===== config.mk =====
export PLATFORM = sky130hd
export DESIGN_NAME = clkdiv_sched
export DESIGN_NICKNAME = d
export VERILOG_FILES = /design/src/rtl/clkdiv_sched.sv
export SDC_FILE = /design/constraint.sdc
export NUM_CORES = 1
export LEC_CHECK = 0
export ABC_AREA = 1
export CORE_ASPECT_RATIO = 1.75
export CORE_UTILIZATION = 50
export DETAILED_ROUTE_END_ITERATION = 6
export PLACE_DENSITY = 0.76
export SYNTH_ARGS = -nofsm -noshare
export SYNTH_HDL_FRONTEND = slang
export SYNTH_SLANG_ARGS = --single-unit

===== constraint.sdc =====
create_clock -name clk -period 2.1 [get_ports clk]
set_input_delay 0.315 -clock clk [delete_from_list [all_inputs] [get_ports clk]]
set_output_delay 0.315 -clock clk [all_outputs]
set_load 0.005 [all_outputs]

===== src/rtl/clkdiv_sched.sv =====
// clkdiv_sched: gated 16-bit divider counter with per-channel power-of-two tick enables and wrap-synchronous config
module clkdiv_sched #(
    parameter int NCH = 4,
    parameter int W = 16
) (
    input  logic             clk,
    input  logic             rst,
    input  logic             cmd_start,
    input  logic             cmd_pause,
    input  logic             cmd_stop,
    input  logic             cfg_valid,
    output logic             cfg_ready,
    input  logic [1:0]       cfg_ch,
    input  logic             cfg_en,
    input  logic [3:0]       cfg_shift,
    output logic [W-1:0]     cnt,
    output logic [NCH-1:0]   tick,
    output logic [1:0]       state
);
    typedef enum logic [1:0] {IDLE = 2'b00, RUN = 2'b01, PAUSE = 2'b10} state_t;
    state_t                state_q, state_d;
    logic [W-1:0]          cnt_q, cnt_d;
    logic [NCH-1:0]        tick_q, tick_d;
    logic [NCH-1:0]        en_q, en_d;
    logic [NCH-1:0][3:0]   shift_q, shift_d;
    logic [NCH-1:0][W-1:0] mask;
    logic                  cfg_ready_q, cfg_ready_d;
    logic [1:0]            sh_ch_q, sh_ch_d;
    logic                  sh_en_q, sh_en_d;
    logic [3:0]            sh_shift_q, sh_shift_d;
    logic                  run, leave, run_go, accept, apply_sh;
    always_comb begin
        run      = state_q == RUN;
        leave    = run && (cmd_stop || cmd_pause);
        run_go   = run && !leave;
        accept   = cfg_valid && cfg_ready_q;
        // cfg_ready low doubles as "shadow full"
        apply_sh = !cfg_ready_q && (leave || (run_go && cnt_q == '1));
        state_d  = cmd_stop ? IDLE : leave ? PAUSE : (cmd_start && !run) ? RUN : state_q;
        cnt_d    = cmd_stop ? '0 : run_go ? cnt_q + W'(1) : cnt_q;
        en_d     = en_q;
        shift_d  = shift_q;
        for (int i = 0; i < NCH; i++) begin
            mask[i]   = {W{1'b1}} >> (W - 1 - int'(shift_q[i]));
            tick_d[i] = run_go && en_q[i] && ((cnt_q & mask[i]) == mask[i]);
        end
        if (apply_sh) begin
            en_d[sh_ch_q]    = sh_en_q;
            shift_d[sh_ch_q] = sh_shift_q;
        end
        if (accept && !run_go) begin
            en_d[cfg_ch]    = cfg_en;
            shift_d[cfg_ch] = cfg_shift;
        end
        sh_ch_d     = (accept && run_go) ? cfg_ch : sh_ch_q;
        sh_en_d     = (accept && run_go) ? cfg_en : sh_en_q;
        sh_shift_d  = (accept && run_go) ? cfg_shift : sh_shift_q;
        cfg_ready_d = (accept && run_go) ? 1'b0 : apply_sh ? 1'b1 : cfg_ready_q;
    end
    always_ff @(posedge clk) begin
        if (!rst) begin
            state_q     <= IDLE;
            cnt_q       <= '0;
            tick_q      <= '0;
            en_q        <= '0;
            shift_q     <= '0;
            cfg_ready_q <= 1'b1;
            sh_ch_q     <= '0;
            sh_en_q     <= 1'b0;
            sh_shift_q  <= '0;
        end else begin
            state_q     <= state_d;
            cnt_q       <= cnt_d;
            tick_q      <= tick_d;
            en_q        <= en_d;
            shift_q     <= shift_d;
            cfg_ready_q <= cfg_ready_d;
            sh_ch_q     <= sh_ch_d;
            sh_en_q     <= sh_en_d;
            sh_shift_q  <= sh_shift_d;
        end
    end
    assign cnt       = cnt_q;
    assign tick      = tick_q;
    assign state     = state_q;
    assign cfg_ready = cfg_ready_q;
endmodule


==> metrics.csv <==
metric,value,unit
outcome,"finished, final reports clean",
cp-start-kind,flip-flop,
core_area,6230,um2
grt_pass1_wl,15300,um
finalHoldViolations,0,
dp.cells,609,
maxSlewViolCount,0,
area_delta_synth_final,16.4,%
rr_startpoint,cnt[0],
place_congestion,0.980,
fin_tns_setup,0,ns
path_class,flip-flop to primary output,
leakage,1.41,nW
crit_arrival,1.42,ns
port_buffers,35,
cts_resized,0,
drive_above_1_share,13.4,%
wire_per_inst,15.0,um
layout_commonest_cell,nand2_1,
final_nets,550,
grt_overflow,0,
synth-seq-cells,50,
diodes,0,
routed_via_density,5.58,
initial_core_util,52.3,%
postCtsHoldBufs,0,
yosysWarnings,0,
cts_buffers,5,
fp.dieW,63.0,um
worstSetupStartpoint,cnt[9],
cts_tree,yes,
max_slew_margin,71.5,%
dieArea,6850,um2
min_period,1.74,ns
rows,38,
syn_nets,506,
drtIter0Drc,233,
ioPinCount,36,
syn_area_per_cell,6.62,um2
hold_slack,0.486,ns
endpoint,cnt[9],
grt.total_usage,29.4,%
synth-seq-area-share,30.7,%
cts_buffer_depth,2,
die_h,109,um
cts_setup_buffers,0,
grt_max_degree,28,
hold_path.class,flip-flop to flip-flop,
r2r-end,shift_q[4],
p_per_area,481,nW/um2
ys_types,36,
dr.pass1.iters,5,
cts_num_sinks,50,
tightest_slew,0.427,ns
synthCells,492,
hpwl,7110,um
clk_pin_slew_worst_paths,0.09,ns
setup_violations,0,
reg2reg_depth,10,
vias,3435,
required,1.78,ns
fmax,576,MHz
antenna_found_initial,0,
syn-cell-area,3260,um2
period_share,82.7,%
skew,0.00926,ns
htree_levels,2,
cp_max_fo,6,
r2r_slack,0.41,ns
final_cells,616,
rsz0062_at_grt,no,
wl,9230,um
worstSetupEndpointType,primary output,
first_global_vias,3255,
worst_hold_path.num_cells,2,
cts-root-buf,clkbuf_8,
drc_errors,0,
final_cell_mix,"nand2_1 (100), inv_1 (76), o21ai_0 (57)",
ant_nets,0,
drv_cap,0,
peakVddDrop,0.000401,V
clkLatencyLatePin,0.32,ns
final cells by class:
type,count,area [um2]
fill,608,2440
multi-input combinational,353,1850
clock inverter,1,7.51
tap,80,100
timing repair buffer,49,468
clock buffer,6,72.6
inverter,77,289
sequential,50,1000
registers in the layout, indices dropped and copies added (netlist names):
signal      cells
sh_en_q         1
sh_shift_q      4
cnt            16
shift_q        16
cfg_ready       1
en_q            4
sh_ch_q         2
state           2
tick            4
cells by family (layout without fill, tap and decap cells):
group	Yosys count	after routing	synth area share, %
and+or+nand+nor	223	223	33.6
AOI/OAI and AO/OA	127	127	22.4
buffers and inverters	89	133	12.3
DFF	50	50	30.7
xor gates and xnor gates	2	2	0.538
adders and majority gates	1	1	0.384
worst max-delay path, cell delays in order (launching register included):
cell	delay, ns
dfxtp_1	0.42
buf_4	0.18
clkdlybuf4s50_1	0.50
layer usage:
layer | vias to the layer above | wire (um) | global-route usage [%]
met4 | 0 | 616 | 23.6
li1 | 1690 | - | -
met3 | 44 | 326 | 4.71
met2 | 118 | 4780 | 52.3
met5 | - | 0 | 0
met1 | 1583 | 3510 | 30.1
worst min-delay path by stage:
stage                     start       to  slack [ns]
floorplan           shift_q[15]  tick[3]        0.45
global placement        en_q[0]  en_q[0]        0.47
detailed placement      en_q[0]  en_q[0]        0.47
CTS                     en_q[0]  en_q[0]        0.49
global route            en_q[0]  en_q[0]        0.52
finish                  en_q[0]  en_q[0]        0.49
power by group:
group	switching, mW	leakage, nW	internal (mW)
clock network	0.330	0.0373	0.229
registers	0.0280	0.405	0.972
logic	0.161	0.970	0.104
total	0.520	1.41	1.30
Yosys cell counts, drive strengths merged:
cell	count	area share, %
a211oi	1	0.23
a21oi	60	11
a31oi	3	0.58
a41oi	1	0.27
and3	1	0.19
buf	8	2.7
clkbuf	4	0.77
clkinv	1	0.12
dfxtp	50	31
ha	1	0.38
inv	76	8.8
nand2	106	13
nand3	36	9.1
nand3b	2	0.46
nand4	13	2.5
nor2	57	7.2
nor3	7	1.1
o2111ai	1	0.27
o21a	1	0.23
o21ai	58	8.9
o221ai	1	0.27
o31ai	1	0.23
or2	1	0.19
xor2	2	0.54
per-stage QoR:
step | area, um2 | power, mW | setup slack (ns) | util [%]
after detailed placement | 3710 | 1.28 | 0.0672 | 59.6
final | 3790 | 1.82 | 0.364 | 60.9
after global placement | 3710 | 1.27 | 0.102 | 59.6
after global routing | 3790 | 1.91 | 0.246 | 60.9
after floorplan | 3260 | 1.20 | 0.654 | -
after CTS | 3790 | 1.84 | 0.365 | 60.9
(Power assumes the default switching activity.)
